`src/rtl/ram_arb_pkg.sv`:
```
// Shared types for the RAM port arbiter: arbitration state, memory command, id width helper.
// Types only, no logic; the command widths match the Hack RAM16K macro.
package ram_arb_pkg;

    localparam int RAM_AW = 14;
    localparam int RAM_DW = 16;

    typedef enum logic {
        UNLOCKED = 1'b0,
        LOCKED   = 1'b1
    } arb_state_t;

    typedef struct packed {
        logic              we;
        logic [RAM_AW-1:0] addr;
        logic [RAM_DW-1:0] wdata;
    } cmd_t;

    // Requester id width; never below 1 so a 2-requester build still has a real field.
    function automatic int clog2(input int n);
        int w;
        w = 1;
        while ((1 << w) < n) w++;
        return w;
    endfunction

endpackage

```
`src/rtl/ram_port_arbiter_if.sv`:
```
// Requester, RAM-command and response bundle of the RAM port arbiter; master is the
// requester/RAM side, slave is the arbiter. No logic, no added latency.
interface ram_port_arbiter_if
    import ram_arb_pkg::*;
#(
    parameter int N_REQ = 3,
    parameter int AW    = RAM_AW,
    parameter int DW    = RAM_DW
);
    logic [N_REQ-1:0]    req_valid;
    logic [N_REQ-1:0]    req_we;
    logic [N_REQ-1:0]    req_lock;
    logic [N_REQ*AW-1:0] req_addr;
    logic [N_REQ*DW-1:0] req_wdata;
    logic [N_REQ-1:0]    req_ready;
    logic                mem_en;
    logic                mem_we;
    logic [AW-1:0]       mem_addr;
    logic [DW-1:0]       mem_wdata;
    logic [DW-1:0]       mem_rdata;
    logic [N_REQ-1:0]    rsp_valid;
    logic [DW-1:0]       rsp_data;
    logic                busy_locked;

    modport master (
        output req_valid, req_we, req_lock, req_addr, req_wdata, mem_rdata,
        input  req_ready, mem_en, mem_we, mem_addr, mem_wdata, rsp_valid, rsp_data, busy_locked
    );

    modport slave (
        input  req_valid, req_we, req_lock, req_addr, req_wdata, mem_rdata,
        output req_ready, mem_en, mem_we, mem_addr, mem_wdata, rsp_valid, rsp_data, busy_locked
    );
endinterface

```
`src/rtl/ram_port_arbiter_rr_pick.sv`:
```
// Round-robin priority picker: one-hot grant of the first set req bit at or after ptr.
// Purely combinational, zero latency; no backpressure of its own.
module rr_pick
    import ram_arb_pkg::*;
#(
    parameter int N  = 3,
    parameter int PW = clog2(N)
) (
    input  logic [N-1:0]  req,
    input  logic [PW-1:0] ptr,
    output logic [N-1:0]  gnt
);

    logic [PW-1:0] idx;

    // Walk from the farthest offset back to ptr so the nearest requester is written last.
    always_comb begin
        gnt = '0;
        idx = '0;
        for (int k = N - 1; k >= 0; k--) begin
            idx = PW'((int'(ptr) + k) % N);
            if (req[idx]) begin
                gnt      = '0;
                gnt[idx] = 1'b1;
            end
        end
    end

endmodule

```
`src/rtl/ram_port_arbiter.sv`:
```
// Round-robin arbiter with RMW lock sharing one 1-cycle-latency RAM; command registered
// 1 cycle after accept, read data returned 3 cycles after accept. Stalls via req_ready.
module ram_port_arbiter
    import ram_arb_pkg::*;
#(
    parameter int N_REQ = 3,
    parameter int AW    = RAM_AW,
    parameter int DW    = RAM_DW
) (
    input  logic               clk,
    input  logic               reset,
    ram_port_arbiter_if.slave  bus
);

    localparam int IW = clog2(N_REQ);

    arb_state_t       state, state_n;
    logic [IW-1:0]    owner, owner_n;
    logic [IW-1:0]    ptr, ptr_n;
    logic [N_REQ-1:0] pick;
    logic [N_REQ-1:0] ready;
    logic             accept;
    logic [IW-1:0]    acc_id;
    cmd_t             acc_cmd;
    cmd_t             mem_cmd;
    logic             mem_en_q;
    logic [1:0]       pipe_vld;
    logic [1:0]       pipe_we;
    logic [IW-1:0]    pipe_id0, pipe_id1;
    logic [N_REQ-1:0] rsp_valid_q;
    logic [DW-1:0]    rsp_data_q;

    rr_pick #(.N(N_REQ), .PW(IW)) u_pick (
        .req (bus.req_valid),
        .ptr (ptr),
        .gnt (pick)
    );

    // Grant comes from registered state only, so a lock release cannot hand over in the same cycle.
    always_comb begin
        ready = '0;
        if (!reset) begin
            if (state == LOCKED) ready[owner] = bus.req_valid[owner];
            else                 ready = pick;
        end
    end

    assign accept = |ready;

    always_comb begin
        acc_id = '0;
        for (int i = 0; i < N_REQ; i++) begin
            if (ready[i]) acc_id = IW'(i);
        end
    end

    always_comb begin
        acc_cmd.we    = bus.req_we[acc_id];
        acc_cmd.addr  = bus.req_addr[acc_id*AW +: AW];
        acc_cmd.wdata = bus.req_wdata[acc_id*DW +: DW];
    end

    always_comb begin
        state_n = state;
        owner_n = owner;
        ptr_n   = ptr;
        if (accept) begin
            ptr_n   = (acc_id == IW'(N_REQ - 1)) ? '0 : acc_id + 1'b1;
            owner_n = acc_id;
            state_n = bus.req_lock[acc_id] ? LOCKED : UNLOCKED;
        end
    end

    always_ff @(posedge clk) begin
        if (reset) begin
            state <= UNLOCKED;
            owner <= '0;
            ptr   <= '0;
        end else begin
            state <= state_n;
            owner <= owner_n;
            ptr   <= ptr_n;
        end
    end

    always_ff @(posedge clk) begin
        if (reset) begin
            mem_en_q <= 1'b0;
            mem_cmd  <= '0;
        end else begin
            mem_en_q <= accept;
            if (accept) mem_cmd <= acc_cmd;
        end
    end

    // Stage 0 lines up with the registered command, stage 1 with RAM data on mem_rdata.
    always_ff @(posedge clk) begin
        if (reset) begin
            pipe_vld    <= '0;
            pipe_we     <= '0;
            pipe_id0    <= '0;
            pipe_id1    <= '0;
            rsp_valid_q <= '0;
            rsp_data_q  <= '0;
        end else begin
            pipe_vld    <= {pipe_vld[0], accept};
            pipe_we     <= {pipe_we[0], acc_cmd.we};
            pipe_id0    <= acc_id;
            pipe_id1    <= pipe_id0;
            rsp_valid_q <= '0;
            if (pipe_vld[1] && !pipe_we[1]) begin
                rsp_valid_q[pipe_id1] <= 1'b1;
                rsp_data_q            <= bus.mem_rdata;
            end
        end
    end

    assign bus.req_ready   = ready;
    assign bus.mem_en      = mem_en_q;
    assign bus.mem_we      = mem_cmd.we;
    assign bus.mem_addr    = mem_cmd.addr;
    assign bus.mem_wdata   = mem_cmd.wdata;
    assign bus.rsp_valid   = rsp_valid_q;
    assign bus.rsp_data    = rsp_data_q;
    assign bus.busy_locked = (state == LOCKED);

endmodule

```
`src/flat_wrapper.sv`:
```
// flat-port wrapper written by rule: the top's interface ports become plain ports
module ram_port_arbiter_flat import ram_arb_pkg::*;
#(
    parameter int N_REQ = 3,
    parameter int AW    = RAM_AW,
    parameter int DW    = RAM_DW
)
  (clk, reset, bus_req_valid, bus_req_we, bus_req_lock, bus_req_addr, bus_req_wdata, bus_mem_rdata, bus_req_ready, bus_mem_en, bus_mem_we, bus_mem_addr, bus_mem_wdata, bus_rsp_valid, bus_rsp_data, bus_busy_locked);
  ram_port_arbiter_if #(.N_REQ(N_REQ), .AW(AW), .DW(DW)) bus_i ();
  input  logic clk;
  input  logic reset;
  input wire logic [$bits(bus_i.req_valid)-1:0] bus_req_valid;
  input wire logic [$bits(bus_i.req_we)-1:0] bus_req_we;
  input wire logic [$bits(bus_i.req_lock)-1:0] bus_req_lock;
  input wire logic [$bits(bus_i.req_addr)-1:0] bus_req_addr;
  input wire logic [$bits(bus_i.req_wdata)-1:0] bus_req_wdata;
  input wire logic [$bits(bus_i.mem_rdata)-1:0] bus_mem_rdata;
  output wire logic [$bits(bus_i.req_ready)-1:0] bus_req_ready;
  output wire logic [$bits(bus_i.mem_en)-1:0] bus_mem_en;
  output wire logic [$bits(bus_i.mem_we)-1:0] bus_mem_we;
  output wire logic [$bits(bus_i.mem_addr)-1:0] bus_mem_addr;
  output wire logic [$bits(bus_i.mem_wdata)-1:0] bus_mem_wdata;
  output wire logic [$bits(bus_i.rsp_valid)-1:0] bus_rsp_valid;
  output wire logic [$bits(bus_i.rsp_data)-1:0] bus_rsp_data;
  output wire logic [$bits(bus_i.busy_locked)-1:0] bus_busy_locked;
  assign bus_i.req_valid = bus_req_valid;
  assign bus_i.req_we = bus_req_we;
  assign bus_i.req_lock = bus_req_lock;
  assign bus_i.req_addr = bus_req_addr;
  assign bus_i.req_wdata = bus_req_wdata;
  assign bus_i.mem_rdata = bus_mem_rdata;
  assign bus_req_ready = bus_i.req_ready;
  assign bus_mem_en = bus_i.mem_en;
  assign bus_mem_we = bus_i.mem_we;
  assign bus_mem_addr = bus_i.mem_addr;
  assign bus_mem_wdata = bus_i.mem_wdata;
  assign bus_rsp_valid = bus_i.rsp_valid;
  assign bus_rsp_data = bus_i.rsp_data;
  assign bus_busy_locked = bus_i.busy_locked;
  ram_port_arbiter #(.N_REQ(N_REQ), .AW(AW), .DW(DW)) u_core (.clk(clk), .reset(reset), .bus(bus_i));
endmodule
```
`config.mk`:
```
export PLATFORM = sky130hd
export DESIGN_NAME = ram_port_arbiter_flat
export DESIGN_NICKNAME = d
export VERILOG_FILES = /design/src/rtl/ram_arb_pkg.sv /design/src/rtl/ram_port_arbiter_if.sv /design/src/rtl/ram_port_arbiter_rr_pick.sv /design/src/rtl/ram_port_arbiter.sv /design/src/flat_wrapper.sv
export SDC_FILE = /design/constraint.sdc
export NUM_CORES = 1
export LEC_CHECK = 0
export ABC_AREA = 1
export CAP_MARGIN = 30
export CORE_ASPECT_RATIO = 0.6
export CORE_MARGIN = 4
export CORE_UTILIZATION = 35
export CTS_CLUSTER_SIZE = 20
export DETAILED_ROUTE_END_ITERATION = 16
export PLACE_DENSITY = 0.73
export SLEW_MARGIN = 30
export SYNTH_ARGS = -nofsm -noshare
export SYNTH_HDL_FRONTEND = slang
export SYNTH_SLANG_ARGS = --single-unit
```
`constraint.sdc`:
```
create_clock -name clk -period 2.9 [get_ports clk]
set_clock_uncertainty 0.05 [all_clocks]
set_input_delay 0.725 -clock clk [delete_from_list [all_inputs] [get_ports clk]]
set_output_delay 0.725 -clock clk [all_outputs]
set_load 0.05 [all_outputs]
```
After elaboration in Yosys (flattened, before gate mapping):

Cells that the tools add are included.

* word-level logic and storage cells: 76
* output and inout port bits: 55
* bits of input ports: 117
* flip-flop bits (word level): 64

* div/mod/pow operators: 3
* reductions and logical operators: 9
* multiplexer cells: 31
* equality and inequality tests: 1
* add/subtract/negate cells: 3
* $lt $le $gt $ge: 11
* $mul: 1
* bitwise gates (word level): 2
* shift operators: 2

Operators by type and width (count)
* $mod 32x3->32 const B: 2
* $shiftx 48x7->16: 1
* $shiftx 42x7->14: 1
* $mod 3x3->32 const B: 1
* $lt 2x3->1 const B: 6
* $mux 3: 5
* $mux 1: 13
* $bmux 1 s2: 6
* $demux 1 s2: 5
* $ge 2x1->1 const B: 5
* $logic_and 1x1->1: 6
* $mul 2x3->5 const B: 1
* $mux 2: 2
* $add 2x1->3 const B: 1
* $add 2x2->3 const B: 1
* $and 3x3->3: 1
* $reduce_or 3->1: 1
* $add 2x1->2 const B: 1
* $eq 2x2->1 const B: 1
* $reduce_or 2->1: 1
* $logic_not 1->1: 1
* $not 1->1: 1

Depth between registers and ports, before layout:

Gate-level depths: netlist of run 1.

* depth after elaboration: 16
* gate-level depth with buffers: 17
* gate-level depth less buffers: 16

Modules after synthesis:

Synthesis of run 1 repeated with hierarchy kept, for this count alone.

* cells, all modules: 524
* area total of the unflattened synthesis: 3368.2 µm²

By module, submodules not included
* ram_port_arbiter: cells an instance 478, times used 1, area an instance 3121.7 µm², sequential area each 1241.2 µm²
* rr_pick: cells an instance 46, times used 1, area an instance 246.5 µm², sequential area each 0.0 µm²

Worst setup path before layout of run 1:

OpenSTA, ideal clock, no wires.

* kind: input-to-output
* from: input reset
* to: output bus_req_ready[2]
* data arrival time: 2.021 ns
* stages: 8
* path buffers: 3
* required time: 2.125 ns
* slack: 0.104 ns
* cell sequence: clkbuf_1 nor2_1 inv_1 a31oi_1 nand2_1 nand2_2 buf_2 buf_4

* word-level cells in the longest chain between the ends: 1

RTL lines
* start, declared: RTL line flat_wrapper.sv:11 `input logic reset;`
* $mux 3: RTL line ram_port_arbiter.sv:42 `if (!reset) begin`
* end, declared: RTL line flat_wrapper.sv:18 `output wire logic [$bits(bus_i.req_ready)-1:0] bus_req_ready;`

Every way passes these cells.

Worst setup path after layout of run 1:

* from: register u_core.ptr[1]
* to: output bus_req_ready[0]

* word-level cells in the longest chain between the ends: 11
* elaborated cells between the ends (all ways): 31
* classes of those cells: add/sub (2); div (3); order compare (6); mux (17); reduce/logical (3)

RTL lines
* start, declared: RTL line ram_port_arbiter.sv:19 `logic [IW-1:0] ptr, ptr_n;`
* start signal, assigned: RTL line ram_port_arbiter.sv:82 `ptr <= ptr_n;`
* $add 2x2->3: RTL line ram_port_arbiter_rr_pick.sv:21 `idx = PW'((int'(ptr) + k) % N);`
* $mod 32x3->32: RTL line ram_port_arbiter_rr_pick.sv:21
* $lt 2x3->1 (implied by the code) / $ge 2x1->1 (equally long branches): RTL line ram_port_arbiter_rr_pick.sv:24 `gnt[idx] = 1'b1;`
* $logic_and 1x1->1 (implied by the code): RTL line ram_port_arbiter_rr_pick.sv:24
* $mux 1 (implied by the code): RTL line ram_port_arbiter_rr_pick.sv:24
* $demux 1 s2: RTL line ram_port_arbiter_rr_pick.sv:24
* $mux 3 (2 in a row): RTL line ram_port_arbiter_rr_pick.sv:22 `if (req[idx]) begin`
* $mux 3 *: RTL line ram_port_arbiter_rr_pick.sv:22
* $mux 3 *: RTL line ram_port_arbiter.sv:43 `if (state == LOCKED) ready[owner] = bus.req_valid[owner];`
* $mux 3 *: RTL line ram_port_arbiter.sv:42

Every way passes the cells marked *; elsewhere a longest branch is shown, timed or not. The select of a mux whose other input is x is not followed.

==> results of run 1 <==
-- area by class of cell --
cell class / instances / area (um^2) / area share [%]
well taps: 112 / 140 / 2.56
clock buffers: 13 / 260 / 4.75
flip-flops and latches: 62 / 1240 / 22.7
multi-input cells: 355 / 1620 / 29.5
clock inverters: 3 / 18.8 / 0.343
inverters: 59 / 221 / 4.04
repair buffers: 194 / 1980 / 36.1
-- placed cells by master (no fill, tap or decap), types with 2 or more instances in the layout --
cell type          n
clkdlybuf4s50_1  165
o21ai_1           23
dfxtp_1           60
clkbuf_16          9
nand4_1           12
clkbuf_8           2
inv_2              5
nor2_1            81
buf_4             18
nand2_2            2
dfxtp_2            2
nor3_1             2
ha_1               3
nand2_1          147
clkbuf_1           2
o21ai_0           17
dlygate4sd2_1      2
buf_12             8
inv_1             54
nand3_1           56
clkinv_2           2
-- layer usage --
layer / part of all wire [%] / GRT usage, %
met1: 46 / 25.9
met2: 42 / 32.8
met3: 10 / 8.32
met4: 1.7 / 7.08
met5: 0 / 0
-- sequential cells by signal (all words and copies together), names as in the netlist --
register,count
u_core.owner,1
u_core.bus.rsp_data,16
u_core.pipe_we,2
u_core.bus.mem_we,1
u_core.pipe_id0,2
u_core.bus.mem_wdata,16
u_core.bus.rsp_valid,3
u_core.pipe_id1,2
u_core.bus.busy_locked,1
u_core.bus.mem_addr,14
u_core.ptr,2
u_core.pipe_vld,2
-- worst max-delay path, stage by stage (launching register included) --
cell	delay, ps
dfxtp_2	390
inv_2	70
ha_1	220
inv_1	90
nand2_1	90
nand2_1	70
nand2_1	80
nand2_1	110
nand3_1	80
o21ai_1	120
nand2_1	80
inv_1	100
buf_12	140
-- power by group through the flow --
| stage | sequential (mW) | clock, mW | combinational, mW |
|---|---|---|---|
| floorplan | 2.16 | 0 | 1.90 |
| global placement | 1.35 | 0 | 4.22 |
| detailed placement | 1.35 | 0 | 4.25 |
| CTS | 1.34 | 1.01 | 4.28 |
| global route | 1.38 | 1.05 | 4.72 |
| finish | 1.34 | 0.981 | 4.30 |
-- path summary, 6_finish.rpt --
check                           endpoint  cells past startpoint
setup / recovery        bus_req_ready[0]                     12
hold reg to reg       u_core.pipe_id1[0]                      2
setup reg to reg  u_core.bus.mem_addr[6]                     18
hold / removal        u_core.pipe_id1[0]                      2
-- logic make-up after synthesis --
family	count (synthesis)	share of synthesized area [%]
simple gates	305	40.3
buf+inv	86	11.1
flops	62	39.1
compound gates	46	7.88
fa+ha+maj	4	1.58
-- repair_timing --
action,4_1_cts,5_1_grt
pin swaps,0,1
resized for setup,4,8
hold buffers,0,0
setup endpoints to repair,3,3
==> flow_summary_export.csv, run 1 <==
group,metric,value,unit
placed_design,dp_hpwl,8690,um
drt,viasPerCell,4.72,
logic_synthesis,syn_inst,503,
power_and_ir_drop,p_clk_share,14.8,%
finish,layout.nets,802,
worst_hold_path,hp-class,"flop to flop",
global_routing,grt_pass1_vias,3641,
logic_synthesis,yosysSeqAreaShare,39.1,%
finish,finish.instance_area,0.00548,mm^2
power_and_ir_drop,power_density,1210,mW/mm^2
die,die_w,131,um
logic_synthesis,post_synth_instance_area,0.00318,mm^2
die,ios,172,
worst_setup_path,r2r_slack,520,ps
clock_network,postCtsSetupRepairBufs,0,
worst_setup_path,reg2reg_from,"u_core.ptr[0]",
sta,fin_hold_ws,355,ps
logic_synthesis,synth_cell_types,23,
sta,tightestPinTransition,560,ps
power_and_ir_drop,leakage,2.54,nW
die,core-area,0.00869,mm^2
placed_design,dp.cells,782,
worst_setup_path,crit_path_end_kind,"output port",
worst_setup_path,worstSetupStartpointType,"flop",
global_routing,grt_antenna_before_repair,0,
finish,instances_no_fill,798,
worst_setup_path,crit_start,"u_core.ptr[1]",
logic_synthesis,synth_edf_count,0,
worst_hold_path,hp-start,"u_core.pipe_id0[0]",
logic_synthesis,synth_commonest_cells,"147 x nand2_1, 82 x nor2_1, 62 x dfxtp_1, 56 x nand3_1, 54 x inv_1",
power_and_ir_drop,power.switching,3.22,mW
logic_synthesis,ys.warnings.count,0,
power_and_ir_drop,vdd_drop_max,0.000630,V
clock_network,cts.htree.levels,3,
sta,finalSetupViolations,0,
sta,period_needed,2760,ps
clock_network,cts_tree,"yes",
clock_network,clock-sinks,62,
worst_setup_path,crit_fanout,5,
clock_network,clk_latency,320,ps
sta,worst_slack,143,ps
logic_synthesis,syn_area_per_cell,6.31,um^2
logic_synthesis,synth.most_common_cell,"nand2_1",
drt,wire_per_inst,14.1,um
worst_setup_path,path_class,"flop to output port",
sta,finalCritPeriodShare,95.1,%
placed_design,port_buffers,171,
worst_setup_path,crit_arrival,1980,ps
drt,drtPass1Iterations,5,
logic_synthesis,post-synth-top-area-cell,"dfxtp_1",
sta,clock.fmax,363,MHz
die,rows,26,
die,initial_core_util,36.6,%
logic_synthesis,async_flop_share,0,%
sta,final_hold_viol_count,0,
global_routing,grt_remaining_overflow,0,
finish,drive_gt1_share,8.45,%
run,drv_cap,0,
sta,finalSetupTns,0,ps
sta,rsz0062_at_grt,"yes",
power_and_ir_drop,fin_total_pwr,6.62,mW
drt,drtIter0Drc,193,
global_routing,grt_max_degree,30,
drt,routed_wirelength,11200,um
worst_setup_path,cp_data_required_time,2120,ps
global_routing,grt_pass1_wl,17400,um
logic_synthesis,synth_ff_type,"dfxtp_1",
placed_design,dpl_worst_slack,-40.2,ps
logic_synthesis,netlist.area_leader.share,39.1,%
clock_network,clock_path_buffers,2,
logic_synthesis,yosys_register_bits,62,
global_routing,grtUsageTotal,20.8,%
power_and_ir_drop,p_seq_share,20.3,%
finish,fin_util,63.1,%
logic_synthesis,syn_nets,624,
clock_network,root_buffer,"clkbuf_16",
finish,synthToLayoutAreaGrowth,72.5,%
logic_synthesis,ys_top_cells_by_area,"dfxtp_1 39%, nand2_1 17%, nor2_1 9.7%",
drt,ant_nets,0,
power_and_ir_drop,p_sw_share,48.6,%
power_and_ir_drop,p_int,3.40,mW
die,die_h,81.8,um
finish,diodes,0,
finish,fill_cells,786,
drt,drc_errors,0,
sta,max_slew_margin,62.5,%
sta,finalMaxSlewViolations,0,
clock_network,clk_pin_slew_worst_paths,50,ps
die,die_area,0.0107,mm^2
placed_design,dpl_cell_area,0.00516,mm^2
drt,vias,3766,
run_status,outcome,"finished, final reports clean",
placed_design,globalplace.congestion,0.884,
clock_network,cts_buffers,9,
power_and_ir_drop,combinationalPowerShare,64.9,%
(Power assumes the default switching activity.)
==> run 2, diff against run 1 <==
- CORE_MARGIN: 4 -> 10
- SKIP_LAST_GASP: unset -> 1
==> run 2 against run 1 <==
  * Setup slack improved by 6.0 ps
  * Via count increased by 1.4%
  * Clock-buffer cell count decreased by 3
  * Register-to-register slack got worse by 190 ps
  * Global-route usage decreased by 2.8 points
  * First-iteration DRC count increased by 21%
  * Die area increased by 25%
  * Maximum frequency increased by 0.22%
  * Largest power group unchanged
  * Non-clock buffer count decreased by 1
  * Critical endpoint unchanged
  * Flip-flop and latch count unchanged
  * Sequential share of layout area decreased by 0.14 points
  * Total power increased by 2.1%
==> flow_summary_export.csv, run 2 (synthesized netlist as in run 1, its figures left out) <==
group,metric,value,unit
finish,final_common_cell,"clkdlybuf4s50_1",
finish,layout.nets,801,
worst_setup_path,r2r_slack,330,ps
global_routing,grt_antenna_before_repair,1,
clock_network,root_buffer,"clkbuf_16",
worst_setup_path,path_class,"flop to output port",
finish,drive_gt1_share,8.91,%
finish,fin_util,63.5,%
die,die_area,0.0134,mm^2
worst_setup_path,crit_path_end_kind,"output port",
finish,synthToLayoutAreaGrowth,73.6,%
power_and_ir_drop,vdd_drop_max,0.000630,V
sta,final_hold_viol_count,0,
global_routing,grtUsageTotal,18.0,%
sta,finalMaxSlewViolations,0,
worst_setup_path,slowest_delay,400,ps
worst_setup_path,cpMostUsedCell,"nand2_1",
worst_hold_path,hp-class,"flop to flop",
clock_network,clock-sinks,62,
die,die_h,93.8,um
die,ios,172,
placed_design,dpl_cell_area,0.00512,mm^2
worst_setup_path,cp_slowest_cell,"dfxtp_2",
drt,drc_errors,0,
sta,finalCritPeriodShare,94.9,%
die,rows,26,
finish,instances_no_fill,798,
sta,tightestPinTransition,555,ps
worst_setup_path,crit_arrival,1980,ps
power_and_ir_drop,power_density,1230,mW/mm^2
drt,vias,3819,
finish,finish.instance_area,0.00551,mm^2
placed_design,dp.cells,780,
clock_network,clock_path_buffers,2,
global_routing,grt_pass1_vias,3867,
global_routing,grt_remaining_overflow,0,
drt,routed_wirelength,12300,um
sta,max_slew_margin,62.9,%
sta,finalSetupViolations,0,
sta,clock.fmax,363,MHz
placed_design,globalplace.congestion,1.03,
clock_network,clk_latency,330,ps
die,die_w,143,um
run_status,outcome,"finished, final reports clean",
drt,ant_nets,0,
worst_setup_path,cp_data_required_time,2120,ps
clock_network,ctsHoldBuffers,0,
worst_setup_path,crit_fanout,5,
die,core-area,0.00869,mm^2
clock_network,clk_pin_slew_worst_paths,50,ps
sta,rsz0062_at_grt,"no",
placed_design,dp_hpwl,9720,um
global_routing,grt_pass1_wl,19400,um
placed_design,port_buffers,171,
clock_network,cts_buffers,9,
finish,final_cell_mix,"164 x clkdlybuf4s50_1, 146 x nand2_1, 81 x nor2_1, 60 x dfxtp_1, 56 x nand3_1",
die,initial_core_util,36.6,%
global_routing,grt_max_degree,32,
clock_network,cts_tree,"yes",
power_and_ir_drop,leakage,2.57,nW
drt,drtIter0Drc,234,
sta,fin_hold_ws,359,ps
sta,period_needed,2750,ps
worst_setup_path,worstSetupStartpointType,"flop",
finish,fill_cells,771,
power_and_ir_drop,fin_total_pwr,6.76,mW
clock_network,cts.htree.levels,3,
drt,drtPass1Iterations,5,
drt,viasPerCell,4.79,
worst_setup_path,crit_chain,"inv_2, ha_1, inv_1, nand2_1, nand2_1, nand2_1, nand2_1, nand3_1, o21ai_1, nand2_1, inv_1, buf_12",
drt,wire_per_inst,15.4,um
run,drv_cap,0,
==> run 2: cell type report <==
cell class | instances | area [um^2] | share of cell area (%)
clock inverters | 6 | 93.8 | 1.70
flip-flops and latches | 62 | 1240 | 22.6
well taps | 112 | 140 | 2.54
diodes | 1 | 2.50 | 0.0454
clock buffers | 10 | 239 | 4.34
multi-input cells | 355 | 1620 | 29.3
repair buffers | 193 | 1950 | 35.5
inverters | 59 | 221 | 4.02
==> run 2: path summary, 6_finish.rpt <==
check                     start                       end  cells past startpoint
max               u_core.ptr[1]          bus_req_ready[0]                     12
min reg2reg  u_core.pipe_id0[0]        u_core.pipe_id1[0]                      2
min          u_core.pipe_id0[0]        u_core.pipe_id1[0]                      2
max reg2reg       u_core.ptr[0]  u_core.bus.mem_wdata[13]                     19
==> run 2: report_power, final <==
part           internal, mW  total, mW  switching, mW
registers              1.17       1.34          0.168
logic                  1.54       4.24           2.70
clock network         0.781       1.18          0.400
==> run 2: stage by stage <==
step | worst slack [ps] | TNS, ps
2_1_floorplan | 104 | 0
3_3_place_gp | 68.9 | 0
3_5_place_dp | -18.7 | -51.3
4_1_cts | 4.94 | 0
5_1_grt | 2.03 | 0
6_report | 149 | 0
==> run 2: repair_timing <==
item	in CTS	in global routing
gates resized for setup	2	13
setup endpoints to repair	2	3
pin swaps	1	2
buffers inserted	0	1
==> run 2: metal layers <==
metal	share of wire, %	global-route usage [%]	routed length [um]	vias to the layer above
li1	-	-	-	1931
met1	40	20.1	4960	1667
met2	43	29.5	5320	196
met3	15	10.5	1880	25
met4	1.3	3.16	155	0
met5	0	0	0	-
==> run 2: worst max-delay path, delay by kind of cell, from the launching register on <==
kind                       cells  cell delay [ps]
AOI/OAI and AO/OA              1              130
adders and majority gates      1              230
DFF                            1              400
buffers and inverters          4              400
and+or+nand+nor                6              500
